--- config.mk ---
export PLATFORM = sky130hd
export DESIGN_NAME = bbox_walker
export DESIGN_NICKNAME = d
export VERILOG_FILES = /design/src/rtl/raster_pkg.sv /design/src/rtl/minmax3.sv /design/src/rtl/bbox_walker.sv
export SDC_FILE = /design/constraint.sdc
export NUM_CORES = 1
export LEC_CHECK = 0
export CAP_MARGIN = 20
export CORE_AREA = 4 4 164 166
export DETAILED_ROUTE_END_ITERATION = 8
export DIE_AREA = 0 0 168 170
export GPL_TIMING_DRIVEN = 0
export SETUP_SLACK_MARGIN = 0.02
export SYNTH_ARGS = -nofsm -noshare
export SYNTH_HDL_FRONTEND = slang
export SYNTH_SLANG_ARGS = --single-unit
--- constraint.sdc ---
create_clock -name clk_pix -period 12.02 [get_ports clk_pix]
set_input_delay 1.202 -clock clk_pix [delete_from_list [all_inputs] [get_ports clk_pix]]
set_output_delay 1.202 -clock clk_pix [all_outputs]
set_load 0.01 [all_outputs]
--- src/rtl/raster_pkg.sv ---
// Shared raster definitions: default geometry and the bounding-box walker states.
package raster_pkg;

    localparam int COORD_W_DEF = 10;
    localparam int H_RES_DEF   = 640;
    localparam int V_RES_DEF   = 480;

    typedef enum logic [1:0] {
        IDLE  = 2'd0,
        SETUP = 2'd1,
        WALK  = 2'd2,
        DONE  = 2'd3
    } walk_state_t;

endpackage

--- src/rtl/minmax3.sv ---
// Combinational minimum and maximum of three unsigned values.
module minmax3 #(
    parameter int COORD_W = 10
) (
    input  logic [COORD_W-1:0] a,
    input  logic [COORD_W-1:0] b,
    input  logic [COORD_W-1:0] c,
    output logic [COORD_W-1:0] min_val,
    output logic [COORD_W-1:0] max_val
);

    logic [COORD_W-1:0] ab_min;
    logic [COORD_W-1:0] ab_max;

    always_comb begin
        ab_min  = (a < b) ? a : b;
        ab_max  = (a > b) ? a : b;
        min_val = (c < ab_min) ? c : ab_min;
        max_val = (c > ab_max) ? c : ab_max;
    end

endmodule

--- src/rtl/bbox_walker.sv ---
// Walks the bounding box of a triangle in raster order, one candidate pixel per handshake.
// Optional SCREEN_CLIP_EN clamps the box to the screen and may produce an empty walk.
module bbox_walker
    import raster_pkg::*;
#(
    parameter int COORD_W = COORD_W_DEF,
    parameter int H_RES   = H_RES_DEF,
    parameter int V_RES   = V_RES_DEF
) (
    input  logic               clk_pix,
    input  logic               reset,
    input  logic [COORD_W-1:0] ax,
    input  logic [COORD_W-1:0] ay,
    input  logic [COORD_W-1:0] bx,
    input  logic [COORD_W-1:0] by,
    input  logic [COORD_W-1:0] cx,
    input  logic [COORD_W-1:0] cy,
    input  logic               start,
    output logic               busy,
    output logic               out_valid,
    input  logic               out_ready,
    output logic [COORD_W-1:0] x,
    output logic [COORD_W-1:0] y,
    output logic               last,
    output logic               done
);

`ifdef SCREEN_CLIP_EN
    localparam logic CLIP_EN = 1'b1;
`else
    localparam logic CLIP_EN = 1'b0;
`endif

    localparam logic [COORD_W-1:0] X_LIM = COORD_W'(H_RES - 1);
    localparam logic [COORD_W-1:0] Y_LIM = COORD_W'(V_RES - 1);

    walk_state_t state, state_nx;

    logic [COORD_W-1:0] vax, vay, vbx, vby, vcx, vcy;
    logic [COORD_W-1:0] raw_xmin, raw_xmax, raw_ymin, raw_ymax;
    logic [COORD_W-1:0] clip_xmax, clip_ymax;
    logic [COORD_W-1:0] xmin, xmax, ymax;
    logic               box_empty;
    logic               accept, load, step, at_last;

    minmax3 #(.COORD_W(COORD_W)) u_minmax_x (
        .a       (vax),
        .b       (vbx),
        .c       (vcx),
        .min_val (raw_xmin),
        .max_val (raw_xmax)
    );

    minmax3 #(.COORD_W(COORD_W)) u_minmax_y (
        .a       (vay),
        .b       (vby),
        .c       (vcy),
        .min_val (raw_ymin),
        .max_val (raw_ymax)
    );

    // Clamping only ever lowers the max, so only the max side can cross the min.
    always_comb begin
        clip_xmax = raw_xmax;
        clip_ymax = raw_ymax;
        if (CLIP_EN && (raw_xmax > X_LIM)) clip_xmax = X_LIM;
        if (CLIP_EN && (raw_ymax > Y_LIM)) clip_ymax = Y_LIM;
        box_empty = CLIP_EN && ((raw_xmin > clip_xmax) || (raw_ymin > clip_ymax));
    end

    always_comb begin
        at_last = (x == xmax) && (y == ymax);
    end

    always_ff @(posedge clk_pix or posedge reset) begin
        if (reset) state <= IDLE;
        else       state <= state_nx;
    end

    always_comb begin
        state_nx = state;
        accept   = 1'b0;
        load     = 1'b0;
        step     = 1'b0;
        case (state)
            IDLE: begin
                if (start) begin
                    accept   = 1'b1;
                    state_nx = SETUP;
                end
            end
            SETUP: begin
                if (box_empty) begin
                    state_nx = DONE;
                end else begin
                    load     = 1'b1;
                    state_nx = WALK;
                end
            end
            WALK: begin
                if (out_ready) begin
                    step = 1'b1;
                    if (at_last) state_nx = DONE;
                end
            end
            DONE:    state_nx = IDLE;
            default: state_nx = IDLE;
        endcase
    end

    always_ff @(posedge clk_pix or posedge reset) begin
        if (reset) begin
            vax  <= '0;
            vay  <= '0;
            vbx  <= '0;
            vby  <= '0;
            vcx  <= '0;
            vcy  <= '0;
            xmin <= '0;
            xmax <= '0;
            ymax <= '0;
            x    <= '0;
            y    <= '0;
        end else begin
            if (accept) begin
                vax <= ax;
                vay <= ay;
                vbx <= bx;
                vby <= by;
                vcx <= cx;
                vcy <= cy;
            end
            if (load) begin
                xmin <= raw_xmin;
                xmax <= clip_xmax;
                ymax <= clip_ymax;
                x    <= raw_xmin;
                y    <= raw_ymin;
            end else if (step && !at_last) begin
                if (x < xmax) begin
                    x <= x + 1'b1;
                end else begin
                    x <= xmin;
                    y <= y + 1'b1;
                end
            end
        end
    end

    always_comb begin
        busy      = (state != IDLE);
        out_valid = (state == WALK);
        last      = (state == WALK) && at_last;
        done      = (state == DONE);
    end

endmodule

==> out/qor.yml <==
crit_path_start_kind: "flop"
drc: 0
routed_via_density: 5.16
syn2layout_area_growth_pct: 21.3
numCtsBuffers: 9
r2r.worst_path.cells: 17
rows: 59
min_path_cells: 2
synth_top_area_share_pct: 37.2
grt_pass1_vias: 6347
drive_above_1_share_pct: 10.3
portBuffers: 87
clockBufferDepth: 2
grt_antenna_before_repair: 0
globalplace.congestion: 0.890
grt_start_max_net_pins: 85
fin_hold_ws_ps: 479
synthCells: 778
netlist_area_sq_um: 7540
core-area_sq_um: 25600
grt_usage_pct: 14.7
synth_flop_cell: "dfrtp_1"
postCtsSetupBuffers: 0
synthArstFlopShare_pct: 100
mostFrequentLayoutCells: "dfrtp_1 (112), clkdlybuf4s50_1 (87), ha_1 (75)"
status: "finished clean"
synth_top_cell_by_area: "dfrtp_1"
synth-xor-area-share_pct: 1.97
die-area_sq_um: 28600
root_buffer: "clkbuf_16"
cts.sinks: 112
fmax_mhz: 215
clk_latency_ps: 360
synth_nets: 917
end_kind: "flop"
hold_viol: 0
synth.area.mux_share_pct: 11.6
path_clk_slew_ps: 70
dieWidth_um: 168
path_class: "reg -> reg"
clock_skew_ps: 7.32
post_drt_wl_per_cell_um: 17.1
cts_hold_buffers: 0
synth_compound_area_share_pct: 20.1
setup-violations-final: 0
die_h_um: 170
path_max_fanout: 10
synth_edf_count: 0
avgSynthCellArea_sq_um: 9.69
cts_resized: 0
grt_pass1_wl_um: 33900
fin_crit_sh_pct: 38.7
seq_area_frac_synth_pct: 37.2
arrival_ps: 4900
cts.htree.levels: 3
grt_overflow: 0
wirelength_um: 20800
ys_warn_count: 0
fill_cells: 2592
synth_top_family_by_area: "compound AO/OA/AOI/OAI gates"
synth-seq-cells: 112
dp_hpwl_um: 16900
synthSimpleGateAreaFrac_pct: 11.9
ys_types: 60
tightest_slew_ps: 763
relSlewSlack_pct: 48.9
rsz0062_at_grt: "no"
antennaDiodeCount: 0
ys_top_cells_by_area: "dfrtp_1 (37%), ha_1 (12%), mux2_2 (9.3%)"
initial_core_util_pct: 29.4
dr.pass1.iters: 5
min_period_ps: 4650
ioPinCount: 88
crit_required_ps: 12270
cts_tree: "built"
tns_ps: 0
layout_commonest_cell: "dfrtp_1"
cap_violations: 0
drtIter0Drc: 433
num_vias: 6278
antenna_left: 0
maxSlewViolCount: 0
nNetsFinal: 1016
hp-class: "reg -> reg"
synth_fa_ha_area_share_pct: 12.4
[per-layer routing]
| layer | wire length (um) | track usage (%) | vias to the layer above |
|---|---|---|---|
| met5 | 0 | 0 | - |
| li1 | - | - | 3088 |
| met3 | 626 | 1.42 | 23 |
| met1 | 10600 | 21.3 | 3016 |
| met4 | 443 | 5.96 | 0 |
| met2 | 9130 | 22.6 | 151 |
[cells in the mapped netlist, drive strengths merged, types with 3 or more instances]
library cell,count
a211o,4
a211oi,4
a21o,25
a21oi,71
a221o,11
a221oi,11
a311oi,10
a31oi,4
and2,12
and3,16
buf,13
clkbuf,29
dfrtp,112
ha,75
inv,52
mux2,64
mux2i,15
nand2,34
nand2b,3
nand3,26
nand4,19
nor2,31
nor2b,4
nor3,16
o21a,3
o21ai,42
o2bb2ai,9
o31ai,17
or2,4
or4,3
xnor2,14
xor2,3
[final cells by class]
class | instances | area [sq um] | area share [%]
Clock inverter | 3 | 25.0 | 0.273
Tap cell | 335 | 419 | 4.58
Multi-Input combinational cell | 572 | 4370 | 47.8
Inverter | 52 | 200 | 2.19
Timing Repair Buffer | 88 | 898 | 9.82
Clock buffer | 13 | 260 | 2.84
Sequential cell | 112 | 2800 | 30.6
Buffer | 42 | 170 | 1.86
[cell families (layout without fill, tap and decap cells)]
| logic type | Yosys count | count (layout) |
|---|---|---|
| adder cells (fa/ha/maj) | 75 | 75 |
| multiplexers | 79 | 79 |
| XOR/XNOR | 17 | 17 |
| buffers and inverters | 94 | 198 |
| AND/OR/NAND/NOR | 173 | 173 |
| AO/OA/AOI/OAI | 228 | 228 |
| flip-flops | 112 | 112 |
[worst max-delay path, stage by stage (launching register included)]
cell and delay [ps]:
dfrtp_1 370, inv_1 60, ha_1 330, a21o_1 170
a21o_1 180, a21oi_1 280, and3_1 210, clkbuf_1 170
buf_2 310, mux2i_1 300, ha_1 290, a21oi_1 120
o21ai_0 110, a221oi_1 520, nor2_1 80, a31oi_1 590
nor2_1 150, a211o_1 300
[per-stage QoR]
| stage | instance area [sq um] | util [%] | cells | setup slack (ps) |
|---|---|---|---|---|
| final | 9150 | 35.7 | 1217 | 7370 |
| after global routing | 9150 | 35.7 | 1217 | 6900 |
| after CTS | 9150 | 35.7 | 1217 | 7420 |
| after detailed placement | 8860 | 34.6 | 1201 | 7440 |
| after global placement | 8830 | 34.5 | 1200 | 6080 |
| after floorplan | 7540 | - | 778 | 7860 |
[state kept, by name, indices dropped and copies added (netlist names)]
| name | cells |
|---|---|
| vax | 10 |
| vay | 10 |
| vbx | 10 |
| vby | 10 |
| vcx | 10 |
| vcy | 10 |
| x | 10 |
| xmax | 10 |
| xmin | 10 |
| y | 10 |
| ymax | 10 |
| state | 2 |
[final timing paths]
path	startpoint	end	slack [ps]
worst max-delay path	vby[7]	y[8]	7370
worst min-delay path	xmin[5]	xmin[5]	480
worst max register to register	vby[7]	y[8]	7370
worst min register to register	xmin[5]	xmin[5]	480
max in group asynchronous	reset	vax[9]	10150
min in group asynchronous	reset	vay[0]	1170
Power is left out: the tool's default activity adds up to more than one toggle a clock period on the data nets, which glitch-free logic cannot reach.
